$ cat src/rtl/bcg_pkg.sv
// Shared types and helpers for the OTTER branch resolve / predict block.
//   - opcode constants for conditional branches, JAL and JALR
//   - funct3 encodings of the conditional branches
//   - PC_SOURCE encoding and 2-bit BHT counter states
//   - bht_next: saturating 2-bit counter step
package bcg_pkg;

  localparam logic [6:0] OP_BRANCH = 7'b1100011;
  localparam logic [6:0] OP_JAL    = 7'b1101111;
  localparam logic [6:0] OP_JALR   = 7'b1100111;

  typedef enum logic [2:0] {
    F3_BEQ  = 3'b000,
    F3_BNE  = 3'b001,
    F3_BLT  = 3'b100,
    F3_BGE  = 3'b101,
    F3_BLTU = 3'b110,
    F3_BGEU = 3'b111
  } funct3_t;

  typedef enum logic [1:0] {
    PC_PLUS4  = 2'b00,
    PC_JALR   = 2'b01,
    PC_BRANCH = 2'b10,
    PC_JAL    = 2'b11
  } pc_source_t;

  typedef enum logic [1:0] {
    SNT = 2'b00,
    WNT = 2'b01,
    WT  = 2'b10,
    ST  = 2'b11
  } bht_state_t;

  function automatic bht_state_t bht_next(input bht_state_t s, input logic taken);
    bht_state_t n;
    case (s)
      SNT:     n = taken ? WNT : SNT;
      WNT:     n = taken ? WT  : SNT;
      WT:      n = taken ? ST  : WNT;
      default: n = taken ? ST  : WT;
    endcase
    return n;
  endfunction

endpackage

$ cat src/rtl/branch_cond_eval.sv
// Combinational branch condition evaluation.
//   rs1, rs2      : register operands
//   opcode, funct3: decoded instruction fields
//   taken         : legal conditional branch whose condition holds
//   valid_branch  : opcode is BRANCH and funct3 is a defined branch
module branch_cond_eval
  import bcg_pkg::*;
#(
  parameter int XLEN = 32
) (
  input  logic [XLEN-1:0] rs1,
  input  logic [XLEN-1:0] rs2,
  input  logic [6:0]      opcode,
  input  logic [2:0]      funct3,
  output logic            taken,
  output logic            valid_branch
);

  logic signed [XLEN-1:0] rs1_s;
  logic signed [XLEN-1:0] rs2_s;
  logic                   eq;
  logic                   lt;
  logic                   ltu;
  logic                   cond;
  logic                   legal_f3;

  assign rs1_s = rs1;
  assign rs2_s = rs2;
  assign eq    = (rs1 == rs2);
  assign lt    = (rs1_s < rs2_s);
  assign ltu   = (rs1 < rs2);

  always_comb begin
    cond     = 1'b0;
    legal_f3 = 1'b1;
    case (funct3)
      F3_BEQ:  cond = eq;
      F3_BNE:  cond = ~eq;
      F3_BLT:  cond = lt;
      F3_BGE:  cond = ~lt;
      F3_BLTU: cond = ltu;
      F3_BGEU: cond = ~ltu;
      default: legal_f3 = 1'b0;
    endcase
  end

  assign valid_branch = (opcode == OP_BRANCH) && legal_f3;
  assign taken        = valid_branch && cond;

endmodule

$ cat src/rtl/branch_resolve_predict.sv
// Branch resolution and 2-bit BHT prediction for the OTTER execute stage.
//   IF_PC / IF_PRED_TAKEN : zero-cycle table lookup for fetch
//   EX_* / RS1 / RS2 / IR_*: instruction being resolved in EX
//   PC_SOURCE / BR_TAKEN  : combinational resolution (not gated by EX_VALID)
//   MISPREDICT            : registered pulse, one cycle per mispredict
//   BR_COUNT / MISS_COUNT : saturating statistics
module branch_resolve_predict
  import bcg_pkg::*;
#(
  parameter int XLEN      = 32,
  parameter int BHT_DEPTH = 64,
  parameter int INDEX_LSB = 2,
  parameter int CNT_W     = 16
) (
  input  logic             CLK,
  input  logic             RST_N,
  input  logic [XLEN-1:0]  IF_PC,
  output logic             IF_PRED_TAKEN,
  input  logic             EX_VALID,
  input  logic [XLEN-1:0]  EX_PC,
  input  logic             EX_PRED_TAKEN,
  input  logic [XLEN-1:0]  RS1,
  input  logic [XLEN-1:0]  RS2,
  input  logic [6:0]       IR_OPCODE,
  input  logic [2:0]       IR_FUNCT,
  output logic [1:0]       PC_SOURCE,
  output logic             BR_TAKEN,
  output logic             MISPREDICT,
  output logic [CNT_W-1:0] BR_COUNT,
  output logic [CNT_W-1:0] MISS_COUNT
);

  localparam int IDX_W = $clog2(BHT_DEPTH);

  logic             cond_taken;
  logic             valid_branch;
  logic             update;
  pc_source_t       pc_src;
  logic [IDX_W-1:0] if_idx;
  logic [IDX_W-1:0] ex_idx;
  logic             unused_pc_bits;

  bht_state_t       bht_q [BHT_DEPTH];
  bht_state_t       bht_d [BHT_DEPTH];
  logic [CNT_W-1:0] br_count_q,   br_count_d;
  logic [CNT_W-1:0] miss_count_q, miss_count_d;
  logic             mispredict_q, mispredict_d;

  branch_cond_eval #(.XLEN(XLEN)) u_cond (
    .rs1          (RS1),
    .rs2          (RS2),
    .opcode       (IR_OPCODE),
    .funct3       (IR_FUNCT),
    .taken        (cond_taken),
    .valid_branch (valid_branch)
  );

  assign if_idx         = IF_PC[INDEX_LSB +: IDX_W];
  assign ex_idx         = EX_PC[INDEX_LSB +: IDX_W];
  assign unused_pc_bits = ^{IF_PC, EX_PC};

  always_comb begin
    pc_src = PC_PLUS4;
    if (IR_OPCODE == OP_JAL)       pc_src = PC_JAL;
    else if (IR_OPCODE == OP_JALR) pc_src = PC_JALR;
    else if (cond_taken)           pc_src = PC_BRANCH;
  end

  assign PC_SOURCE = pc_src;
  assign BR_TAKEN  = cond_taken;
  assign update    = valid_branch && EX_VALID;

  // Lookup reads the registered table directly: a same-cycle update to the
  // same entry is visible only after the edge.
  assign IF_PRED_TAKEN = bht_q[if_idx][1];

  always_comb begin
    bht_d        = bht_q;
    br_count_d   = br_count_q;
    miss_count_d = miss_count_q;
    mispredict_d = update && (cond_taken != EX_PRED_TAKEN);
    if (update) begin
      bht_d[ex_idx] = bht_next(bht_q[ex_idx], cond_taken);
      if (br_count_q != '1) br_count_d = br_count_q + CNT_W'(1);
    end
    if (mispredict_d && (miss_count_q != '1)) miss_count_d = miss_count_q + CNT_W'(1);
  end

  always_ff @(posedge CLK) begin
    if (!RST_N) begin
      for (int i = 0; i < BHT_DEPTH; i++) bht_q[i] <= WNT;
      br_count_q   <= '0;
      miss_count_q <= '0;
      mispredict_q <= 1'b0;
    end else begin
      bht_q        <= bht_d;
      br_count_q   <= br_count_d;
      miss_count_q <= miss_count_d;
      mispredict_q <= mispredict_d;
    end
  end

  assign MISPREDICT = mispredict_q;
  assign BR_COUNT   = br_count_q;
  assign MISS_COUNT = miss_count_q;

endmodule

$ cat config.mk
export PLATFORM = sky130hd
export DESIGN_NAME = branch_resolve_predict
export DESIGN_NICKNAME = d
export VERILOG_FILES = /design/src/rtl/bcg_pkg.sv /design/src/rtl/branch_cond_eval.sv /design/src/rtl/branch_resolve_predict.sv
export SDC_FILE = /design/constraint.sdc
export NUM_CORES = 1
export LEC_CHECK = 0
export BUFFER_PORTS_ARGS = -buffer_cell sky130_fd_sc_hd__buf_2
export CAP_MARGIN = 20
export CORE_MARGIN = 2
export CORE_UTILIZATION = 60
export CTS_BUF_LIST = sky130_fd_sc_hd__clkbuf_4 sky130_fd_sc_hd__clkbuf_8 sky130_fd_sc_hd__clkbuf_16
export CTS_CLUSTER_DIAMETER = 100
export DETAILED_ROUTE_END_ITERATION = 10
export PLACE_DENSITY_LB_ADDON = 0.08
export RECOVER_POWER = 100
export SLEW_MARGIN = 15
export SYNTH_ARGS = -nofsm -noshare
export SYNTH_HDL_FRONTEND = slang
export SYNTH_HIERARCHICAL = 1
export SYNTH_SLANG_ARGS = --single-unit
$ cat constraint.sdc
create_clock -name CLK -period 8.5 [get_ports CLK]
set_input_delay 1.7 -clock CLK [delete_from_list [all_inputs] [get_ports CLK]]
set_output_delay 1.7 -clock CLK [all_outputs]
set_load 0.05 [all_outputs]
==> reports/qor.csv <==
metric,value,unit
relSlewSlack,-146,%
violations_in_the_final_reports,"max-capacitance violations, max-slew violations",
p_sw,0.441,mW
number_of_enable_flip_flop_cells_after_synthesis,0,
required_time_of_the_critical_path,8630,ps
critical_path_startpoint_category,input port,
pwr-share-comb,9.3,%
clock_skew,8.35,ps
cts_inserted_buffers,17,
antenna_cells,0,
hold_path.startpoint,bht_q[49],
finalHoldViolations,0,
yosys-top-cells-count,"dfxtp_1, nor2_1, nand2_1",
maximum_achievable_frequency,147,MHz
post_route_cells_drive_above_1_share,16.9,%
p_int,1.31,mW
cp.arrival,6930,ps
capture_point_of_the_worst_reg_to_reg_path,bht_q[46],
rr_worst_depth,8,
tightestPinTransition,3690,ps
clock_tree_buf_depth,2,
dr.first_iter.drc_count,780,
detailedPlacementHpwl,16700,µm
finalWeightedCongestion,0.893,
dr_total_vias,8678,
numClockSinks,161,
whs_endpoint,bht_q[49],
post_cts_hold_buffer_count,0,
synth_top_cell_by_area,dfxtp_1,
die_area,16200,µm²
tritonroute_pass_1_iters,6,
async_flop_share,0,%
worstHoldPathType,reg2reg,
syn_avg_cell_area,8.57,µm²
synth-seq-cells,161,
period_share,80.0,%
die-width,127,µm
post_drt_via_cell_ratio,6.44,
rsz0062_at_grt,false,
yosys-top-cells-area,"dfxtp_1, mux4_2, nor2_1",
dominantRegCellSynth,dfxtp_1,
power.switching_fraction,25.2,%
h-tree-depth,4,
worst_r2r_startpoint,bht_q[69],
overflow,0,
gr-usage-all-layers,31.7,%
flow.area_growth_from_synthesis,12.4,%
critPathMaxFanout,64,
syn_inst,1066,
post_layout_nonfiller_instances,1348,
synth.most_common_cell,dfxtp_1,
top_level_ports,179,
fin_tns_setup,0,ps
port_buffers,126,
ys_types,62,
routed_wirelength,25200,µm
clockPowerShare,47.6,%
critical_path_buf_inv_count,3,
initial_core_util,60.8,%
die_h,127,µm
fp.coreArea,15000,µm²
slowest_stage,clkbuf_1,
routedWlPerCell,18.7,µm
postSynthNetCount,1242,
critPathMostFrequentCell,a22oi_1,
path_delay_family,buffers and inverters,
post_synth_instance_area,9140,µm²
core.rowCount,45,
cts_root_buf,clkbuf_16,
final_nets,1323,
clkTransAtPathRegs,60,ps
first_global_vias,8097,
synth.yosys.seq_area_share,35.3,%
power.ir.vdd_worst,144,µV
drc_viols,0,
route.antenna.remaining_nets,0,
post_cts.resized_instances,0,
sequence_of_cells_on_the_critical_path,"buf_2, buf_4, mux4_2, a22oi_1, o22ai_1, nor3_1, and4b_1, maj3_1, clkbuf_1, a22oi_1",
period_needed,6800,ps
end_kind,flip-flop,
r2r_setup_slack,3330,ps
crit_cells,10,
post_cts_buffers,0,
max_cap_violations,4,
critical-path-max-stage-delay,2600,ps
leakage,3.65,nW
power_per_cell_area,170,nW/µm²
grt_antenna_before_repair,0,
final_max_slew_violation_count,135,
p_seq_share,43.1,%
fillerInstances,1304,
timing.final.setup_violations,0,
synth-warning-count,6,
cts_tree,yes,
grt_first_pass_wirelength,41200,µm
netlist.area_leader.share,35.3,%
placed_cells_incl_taps,1316,
worst_hold_path.num_cells,2,
worst_skew_pair.late_latency,430,ps
path_class,in2reg,
outcome,"complete, but fails checks",
grt_start_max_net_pins,100,
-- worst max-delay path by stage --
| stage | startpoint | end | slack [ps] |
|---|---|---|---|
| after global placement | RS1[10] | PC_SOURCE[1] | 2610 |
| after global routing | EX_PC[2] | bht_q[88] | 1330 |
| after floorplan | RS2[10] | PC_SOURCE[1] | 1520 |
| after CTS | RS1[10] | PC_SOURCE[1] | 2580 |
| after detailed placement | RS1[10] | PC_SOURCE[1] | 2600 |
| final | EX_PC[2] | bht_q[46] | 1700 |
-- per-stage QoR --
| step | hold WS (ps) | setup slack [ps] | power [mW] | utilization (%) | cell area (µm²) |
|---|---|---|---|---|---|
| floorplan | 452 | 1520 | 0.885 | - | 9140 |
| global placement | 465 | 2610 | 0.930 | 64.6 | 9710 |
| detailed placement | 471 | 2600 | 0.932 | 64.6 | 9710 |
| CTS | 485 | 2580 | 1.76 | 68.8 | 10300 |
| global route | 500 | 1330 | 1.80 | 68.3 | 10300 |
| finish | 483 | 1700 | 1.75 | 68.3 | 10300 |
-- cell type report --
cell class	instances	area [µm²]	area share, %
Inverter	47	179	1.74
Multi-Input combinational cell	782	5330	51.9
Tap cell	188	235	2.29
Timing Repair Buffer	138	662	6.45
Clock buffer	18	433	4.22
Sequential cell	161	3220	31.4
Clock inverter	14	205	2.00
-- layer usage --
layer	wire length [µm]	track usage (%)
met2	11800	51.4
met1	10200	41.5
met5	0	0
met3	2340	7.29
met4	839	12.4
-- cells in the final DEF (no fill, tap or decap), types with 24 or more instances in the layout --
master,instances
nor3_1,36
clkbuf_1,41
o31ai_1,41
inv_1,45
ha_1,34
a221oi_1,24
dfxtp_1,161
o22ai_1,29
a22oi_1,28
buf_2,88
nand2_1,116
nor2_1,135
nand3_1,60
a21oi_1,34
mux4_2,32
-- kinds of logic after synthesis --
kind of cell / Yosys count / synth area share (%)
simple gates: 427 / 21.5
mux: 48 / 9.81
compound gates: 250 / 20.3
flops: 161 / 35.3
xor+xnor: 21 / 2.01
fa+ha+maj: 36 / 4.89
buf+inv: 123 / 6.15
-- flip-flops by register name (all words and copies together), names as in the netlist --
signal      cells
MISS_COUNT     16
BR_COUNT       16
bht_q         128
MISPREDICT      1
-- power groups by stage --
stage / sequential [mW] / clock, mW / combinational [mW]
after global routing: 0.754 / 0.873 / 0.177
after floorplan: 0.771 / 0 / 0.114
after CTS: 0.754 / 0.841 / 0.161
after detailed placement: 0.771 / 0 / 0.160
after global placement: 0.771 / 0 / 0.159
final: 0.754 / 0.833 / 0.162
-- tightest hold or removal path: cells and delay by family, from the launching register on --
| family | cells | cell delay, ps |
|---|---|---|
| flops | 1 | 320 |
| simple gates | 1 | 60 |
| compound gates | 1 | 60 |
No activity file was read; power rests on OpenSTA's default activity.
